## src/rtl/sha256_round_sched_if.sv

```systemverilog
// Block-feed and digest bus between the word feeder, the SHA-256 round
// sequencer and the digest consumer.
interface sha256_round_sched_if;
    logic         start;
    logic         init;
    logic         msg_valid;
    logic [31:0]  msg_word;
    logic         msg_ready;
    logic         busy;
    logic         digest_valid;
    logic [255:0] digest;

    modport master (
        output start, init, msg_valid, msg_word,
        input  msg_ready, busy, digest_valid, digest
    );

    modport slave (
        input  start, init, msg_valid, msg_word,
        output msg_ready, busy, digest_valid, digest
    );
endinterface

```

## src/rtl/sha256_round_sched.sv

```systemverilog
// SHA-256 compression sequencer: one round per clock, W schedule from a
// 16-word shift window, chaining state H folded in on the final edge.
module sha256_round_sched (
    input  logic                 clk,
    input  logic                 rst_n,
    sha256_round_sched_if.slave  bus
);

    localparam int unsigned ROUNDS = 64;

    localparam logic [31:0] K [64] = '{
        32'h428a2f98, 32'h71374491, 32'hb5c0fbcf, 32'he9b5dba5,
        32'h3956c25b, 32'h59f111f1, 32'h923f82a4, 32'hab1c5ed5,
        32'hd807aa98, 32'h12835b01, 32'h243185be, 32'h550c7dc3,
        32'h72be5d74, 32'h80deb1fe, 32'h9bdc06a7, 32'hc19bf174,
        32'he49b69c1, 32'hefbe4786, 32'h0fc19dc6, 32'h240ca1cc,
        32'h2de92c6f, 32'h4a7484aa, 32'h5cb0a9dc, 32'h76f988da,
        32'h983e5152, 32'ha831c66d, 32'hb00327c8, 32'hbf597fc7,
        32'hc6e00bf3, 32'hd5a79147, 32'h06ca6351, 32'h14292967,
        32'h27b70a85, 32'h2e1b2138, 32'h4d2c6dfc, 32'h53380d13,
        32'h650a7354, 32'h766a0abb, 32'h81c2c92e, 32'h92722c85,
        32'ha2bfe8a1, 32'ha81a664b, 32'hc24b8b70, 32'hc76c51a3,
        32'hd192e819, 32'hd6990624, 32'hf40e3585, 32'h106aa070,
        32'h19a4c116, 32'h1e376c08, 32'h2748774c, 32'h34b0bcb5,
        32'h391c0cb3, 32'h4ed8aa4a, 32'h5b9cca4f, 32'h682e6ff3,
        32'h748f82ee, 32'h78a5636f, 32'h84c87814, 32'h8cc70208,
        32'h90befffa, 32'ha4506ceb, 32'hbef9a3f7, 32'hc67178f2
    };

    localparam logic [31:0] IV [8] = '{
        32'h6a09e667, 32'hbb67ae85, 32'h3c6ef372, 32'ha54ff53a,
        32'h510e527f, 32'h9b05688c, 32'h1f83d9ab, 32'h5be0cd19
    };

    typedef enum logic [1:0] {StIdle, StLoad, StExpand, StAdd} state_e;

    state_e      state_q;
    logic [5:0]  t_q;
    logic [31:0] h_q  [8];
    logic [31:0] wv_q [8];   // a..h at indices 0..7
    logic [31:0] w_q  [16];  // w_q[15] = W[t-1], w_q[0] = W[t-16]
    logic        digest_valid_q;

    function automatic logic [31:0] rotr(input logic [31:0] x, input int unsigned n);
        return (x >> n) | (x << (32 - n));
    endfunction

    logic [31:0] w_new, t1, t2, ch, maj, bsig0, bsig1, ssig0, ssig1;

    always_comb begin
        ssig0 = rotr(w_q[1], 7) ^ rotr(w_q[1], 18) ^ (w_q[1] >> 3);
        ssig1 = rotr(w_q[14], 17) ^ rotr(w_q[14], 19) ^ (w_q[14] >> 10);
        w_new = ssig1 + w_q[9] + ssig0 + w_q[0];
        if (state_q == StLoad) begin
            w_new = bus.msg_word;
        end
        bsig0 = rotr(wv_q[0], 2) ^ rotr(wv_q[0], 13) ^ rotr(wv_q[0], 22);
        bsig1 = rotr(wv_q[4], 6) ^ rotr(wv_q[4], 11) ^ rotr(wv_q[4], 25);
        ch    = (wv_q[4] & wv_q[5]) ^ (~wv_q[4] & wv_q[6]);
        maj   = (wv_q[0] & wv_q[1]) ^ (wv_q[0] & wv_q[2]) ^ (wv_q[1] & wv_q[2]);
        t1    = wv_q[7] + bsig1 + ch + K[t_q] + w_new;
        t2    = bsig0 + maj;
    end

    // Apply one compression round and push W[t] into the window.
    task automatic do_round();
        wv_q[0] <= t1 + t2;
        wv_q[1] <= wv_q[0];
        wv_q[2] <= wv_q[1];
        wv_q[3] <= wv_q[2];
        wv_q[4] <= wv_q[3] + t1;
        wv_q[5] <= wv_q[4];
        wv_q[6] <= wv_q[5];
        wv_q[7] <= wv_q[6];
        for (int i = 0; i < 15; i++) begin
            w_q[i] <= w_q[i + 1];
        end
        w_q[15] <= w_new;
        t_q     <= t_q + 6'd1;
    endtask

    always_ff @(posedge clk or negedge rst_n) begin
        if (!rst_n) begin
            state_q        <= StIdle;
            t_q            <= '0;
            digest_valid_q <= 1'b0;
            for (int i = 0; i < 8; i++) begin
                h_q[i]  <= IV[i];
                wv_q[i] <= '0;
            end
            for (int i = 0; i < 16; i++) begin
                w_q[i] <= '0;
            end
        end else begin
            digest_valid_q <= 1'b0;
            unique case (state_q)
                StIdle: begin
                    if (bus.start) begin
                        for (int i = 0; i < 8; i++) begin
                            if (bus.init) begin
                                h_q[i]  <= IV[i];
                                wv_q[i] <= IV[i];
                            end else begin
                                wv_q[i] <= h_q[i];
                            end
                        end
                        t_q     <= '0;
                        state_q <= StLoad;
                    end
                end
                StLoad: begin
                    if (bus.msg_valid) begin
                        do_round();
                        if (t_q == 6'd15) begin
                            state_q <= StExpand;
                        end
                    end
                end
                StExpand: begin
                    do_round();
                    if (t_q == 6'(ROUNDS - 1)) begin
                        state_q <= StAdd;
                    end
                end
                StAdd: begin
                    for (int i = 0; i < 8; i++) begin
                        h_q[i] <= h_q[i] + wv_q[i];
                    end
                    t_q            <= '0;
                    digest_valid_q <= 1'b1;
                    state_q        <= StIdle;
                end
                default: state_q <= StIdle;
            endcase
        end
    end

    assign bus.msg_ready    = (state_q == StLoad);
    assign bus.busy         = (state_q != StIdle);
    assign bus.digest_valid = digest_valid_q;
    assign bus.digest       = {h_q[0], h_q[1], h_q[2], h_q[3],
                               h_q[4], h_q[5], h_q[6], h_q[7]};

endmodule

```

## src/flat_wrapper.sv

```systemverilog
// flat-port wrapper written by rule: the top's interface ports become plain ports
module sha256_round_sched_flat 
  (clk, rst_n, bus_start, bus_init, bus_msg_valid, bus_msg_word, bus_msg_ready, bus_busy, bus_digest_valid, bus_digest);
  sha256_round_sched_if bus_i ();
  input  logic clk;
  input  logic rst_n;
  input wire logic [$bits(bus_i.start)-1:0] bus_start;
  input wire logic [$bits(bus_i.init)-1:0] bus_init;
  input wire logic [$bits(bus_i.msg_valid)-1:0] bus_msg_valid;
  input wire logic [$bits(bus_i.msg_word)-1:0] bus_msg_word;
  output wire logic [$bits(bus_i.msg_ready)-1:0] bus_msg_ready;
  output wire logic [$bits(bus_i.busy)-1:0] bus_busy;
  output wire logic [$bits(bus_i.digest_valid)-1:0] bus_digest_valid;
  output wire logic [$bits(bus_i.digest)-1:0] bus_digest;
  assign bus_i.start = bus_start;
  assign bus_i.init = bus_init;
  assign bus_i.msg_valid = bus_msg_valid;
  assign bus_i.msg_word = bus_msg_word;
  assign bus_msg_ready = bus_i.msg_ready;
  assign bus_busy = bus_i.busy;
  assign bus_digest_valid = bus_i.digest_valid;
  assign bus_digest = bus_i.digest;
  sha256_round_sched u_core (.clk(clk), .rst_n(rst_n), .bus(bus_i));
endmodule
```

## config.mk

```make
export PLATFORM = sky130hd
export DESIGN_NAME = sha256_round_sched_flat
export DESIGN_NICKNAME = d
export VERILOG_FILES = /design/src/rtl/sha256_round_sched_if.sv /design/src/rtl/sha256_round_sched.sv /design/src/flat_wrapper.sv
export SDC_FILE = /design/constraint.sdc
export NUM_CORES = 2
export LEC_CHECK = 0
export ABC_CLOCK_PERIOD_IN_PS = 10200
export CELL_PAD_IN_SITES_DETAIL_PLACEMENT = 0
export CELL_PAD_IN_SITES_GLOBAL_PLACEMENT = 1
export CORE_ASPECT_RATIO = 1.75
export CORE_UTILIZATION = 48
export DETAILED_ROUTE_END_ITERATION = 8
export PLACE_DENSITY_LB_ADDON = 0.1
export SLEW_MARGIN = 20
export SYNTH_ARGS = -nofsm -noshare
export SYNTH_HDL_FRONTEND = slang
export SYNTH_SLANG_ARGS = --single-unit
```

## constraint.sdc

```tcl
create_clock -name clk -period 10.2 [get_ports clk]
set_input_delay 1.02 -clock clk [delete_from_list [all_inputs] [get_ports clk]]
set_output_delay 1.02 -clock clk [all_outputs]
set_load 0.05 [all_outputs]
```

==> run metrics <==
via count of the first global-routing pass=between 60000 and 70000; proportion of layout cells with a drive suffix above 1=0.109; number of nets with antenna violations after routing=0; CP required=10.82 ns; Crit path arrival time=10.46 ns; Worst Setup SP=u_core.w_q[50]$_DFFE_PN0P_; cells after synthesis=just over 8000; DRC errors left=0; number of nets at the end of the flow=9243; CTS Root Buffer Type=sky130_fd_sc_hd__clkbuf_16; width of the die=around 290 um; Rows=184; count of unique library cells instantiated by Yosys=96; Slowest-stage cell, CP=sky130_fd_sc_hd__fa_1; number of synthesized register bits=approximately 1000; Starting Density=0.484; Yosys Warn Count=0; Cell Count Post-Placement=approximately 10000; source of the worst register-to-register timing path=u_core.w_q[50]$_DFFE_PN0P_; share of the clock period used by the worst path=0.965; run status=finished, final reports clean; number of enable-type register cells in the synthesized netlist=0; actual slew at the worst max-slew pin=roughly 1.2 ns; TritonCTS clock tree=built; iteration-0 DRC count of the detailed router=~4600; fin cells=approximately 11000; endpoints failing hold=0; via total after detailed routing=around 63000; Die Outline Area=roughly 150000 um^2; Total Routed Length=around 300000 um; total I/O pin count=between 200 and 300; number of nets in the synthesized netlist=roughly 8900; Setup Crit Path Kind=flop to flop; # Max-Cap Violations=0; number of antenna violations at the first check in global routing=16; cell mode on critical path=sky130_fd_sc_hd__a21o_1; residual overflow from global routing=0; finished layout cell area=~81000 um^2; top cell types by occurrence after synthesis=sky130_fd_sc_hd__nand2_1, sky130_fd_sc_hd__dfrtp_1, sky130_fd_sc_hd__o21ai_0, sky130_fd_sc_hd__a21oi_1, sky130_fd_sc_hd__clkbuf_1; # port buffers=295; Tot GR Track Use=0.406; largest clock skew in the final design=0.0575 ns; last weighted congestion value of the routability-driven placer=roughly 1.1; vertical extent of the die=slightly above 500 um; average routed wire per standard cell=between 20 and 30 um; Max Fanout on Critical Path=4; maximum root-to-sink buffer count=3; number of buffers added to fix hold violations after cts=0; tightest slew margin relative to the limit=0.164; upper clock frequency limit=approximately 0.1 GHz; post-synthesis area per instance=~8.5 um^2; Setup Viol. Count Final=0; final critical-path required period=9.84 ns; cell types occupying the most area after synthesis=sky130_fd_sc_hd__dfrtp_1, sky130_fd_sc_hd__nand2_1, sky130_fd_sc_hd__ha_1; Setup crit end kind=flop; most common cell in the netlist=sky130_fd_sc_hd__nand2_1; startpoint types=flop; area fraction of the dominant cell type after synthesis=0.323; post-synthesis to final-layout area growth=16.1%; worst setup slack for register-to-register paths=between 0.3 and 0.4 ns; cell area after synthesis=around 70000 um^2; core occupancy in the finished layout=0.562; endpoint of the most critical register-to-register path=u_core.wv_q[253]$_DFFE_PN0P_; Final Max Tran Viols=0; wire length of the first global-routing pass=about 430000 um; fraction of the yosys area taken by sequential cells=0.374; clock-pin transition on the worst setup and hold timing paths=about 0.070 ns; total core area=around 140000 um^2; Cell Area, Placed=between 70000 and 80000 um^2; slowest cell delay on critical path=0.53 ns; fill cell instance count of the final layout=approximately 13000; fraction of registers with async set/reset=1.00; total number of clock tree sinks=between 1000 and 1500; cell count of the worst reg-to-reg path=~40; Clock Latency Late Sink=~0.78 ns; number of iterations in the first detailed-routing pass=8; kind of path behind the tightest hold check=input port to async pin; commonest register cell after synthesis=sky130_fd_sc_hd__dfrtp_1; number of buffers added by the clock tree synthesis step=103; Max H-tree Level=3; sum of negative setup slack=0 ns; routed via count divided by cell count=just under 6; HPWL after detailed placement=approximately 230000 um; post-synth top area cell=sky130_fd_sc_hd__dfrtp_1; pin count of the biggest net entering global routing=between 200 and 250
==> cells in the final DEF, fill, tap and decap left out, drive strengths merged, types with 151 or more instances in the layout <==
master         Yosys  final
a21o             197    197
a21oi            590    590
buf               31    487
clkbuf           469    151
clkdlybuf4s50      0    293
dfrtp            897    897
fa               195    195
ha               405    405
inv              394    399
nand2           1964   1964
nor2             380    380
o21ai            704    704
xnor2            379    379
xor2             175    175
==> how the worst max path moves through the flow <==
stage	endpoint	slack (ns)	cells after the start
after floorplan	u_core.wv_q[255]$_DFFE_PN0P_	0.80	46
after global placement	u_core.wv_q[255]$_DFFE_PN0P_	0.04	46
after detailed placement	u_core.wv_q[255]$_DFFE_PN0P_	0.07	46
after CTS	u_core.wv_q[255]$_DFFE_PN0P_	0.01	46
after global routing	u_core.wv_q[122]$_DFFE_PN0P_	-0.05	46
final	u_core.wv_q[253]$_DFFE_PN0P_	0.36	41
==> registers in the layout, summed over array words and instances, names as in the netlist <==
name	cells
u_core.bus.digest	256
u_core.wv_q	256
u_core.state_q	2
u_core.w_q	512
u_core.bus.digest_valid	1
u_core.t_q	6
==> worst max-delay path: cells and delay by family, from the launching register on <==
| family | cells | cell delay [ns] |
|---|---|---|
| and+or+nand+nor | 3 | 0.48 |
| DFF | 1 | 0.41 |
| xor gates and xnor gates | 5 | 0.81 |
| AOI/OAI and AO/OA | 18 | 3.82 |
| buffers and inverters | 6 | 0.55 |
| adders and majority gates | 9 | 3.62 |
==> what timing repair did <==
item | in CTS | in global routing
endpoints found under the setup margin | 1 | 18
gates resized for setup | 1 | 55
pin swaps | 0 | 23
setup buffers | 0 | 6
==> cell type report <==
cell class,instances,area [um^2],share of cell area
antenna,15,37.5,0.000465
clock buffer,151,3010,0.0372
clock inverter,42,643,0.00796
inverter,397,1490,0.0185
multi-input combinational,6291,40400,0.501
sequential,1033,26000,0.322
tap,1860,2330,0.0288
timing repair buffer,780,6780,0.0839
==> routing by layer <==
| layer | up-vias | track usage | share of wire | routed length [um] |
|---|---|---|---|---|
| li1 | 28500 | - | - | - |
| met1 | 30700 | 0.410 | 0.33 | 98100 |
| met2 | 2426 | 0.679 | 0.48 | 144000 |
| met3 | 1040 | 0.0780 | 0.061 | 18200 |
| met4 | 8 | 0.413 | 0.13 | 37300 |
| met5 | - | 0 | 0.00013 | 39 |
==> kinds of logic (layout without fill, tap and decap cells) <==
family / Yosys count / count (layout) / synth area share
AND/OR/NAND/NOR: 3054 / 3054 / 0.190
AO/OA/AOI/OAI: 1999 / 1999 / 0.174
flip-flops: 1033 / 1033 / 0.374
buffers and inverters: 898 / 1370 / 0.0487
adder cells (fa/ha/maj): 618 / 618 / 0.132
XOR/XNOR: 555 / 555 / 0.0701
multiplexers: 65 / 65 / 0.0113
other: 0 / 15 / 0
==> metrics by stage <==
stage	hold WS, ns	setup slack, ns
after floorplan	0.439	0.800
after global placement	0.448	0.0411
after detailed placement	0.454	0.0741
after CTS	0.321	0.0104
after global routing	0.355	-0.0483
final	0.293	0.362
Power is left out: the tool's default activity adds up to more than one toggle a clock period on the data nets, which glitch-free logic cannot reach.
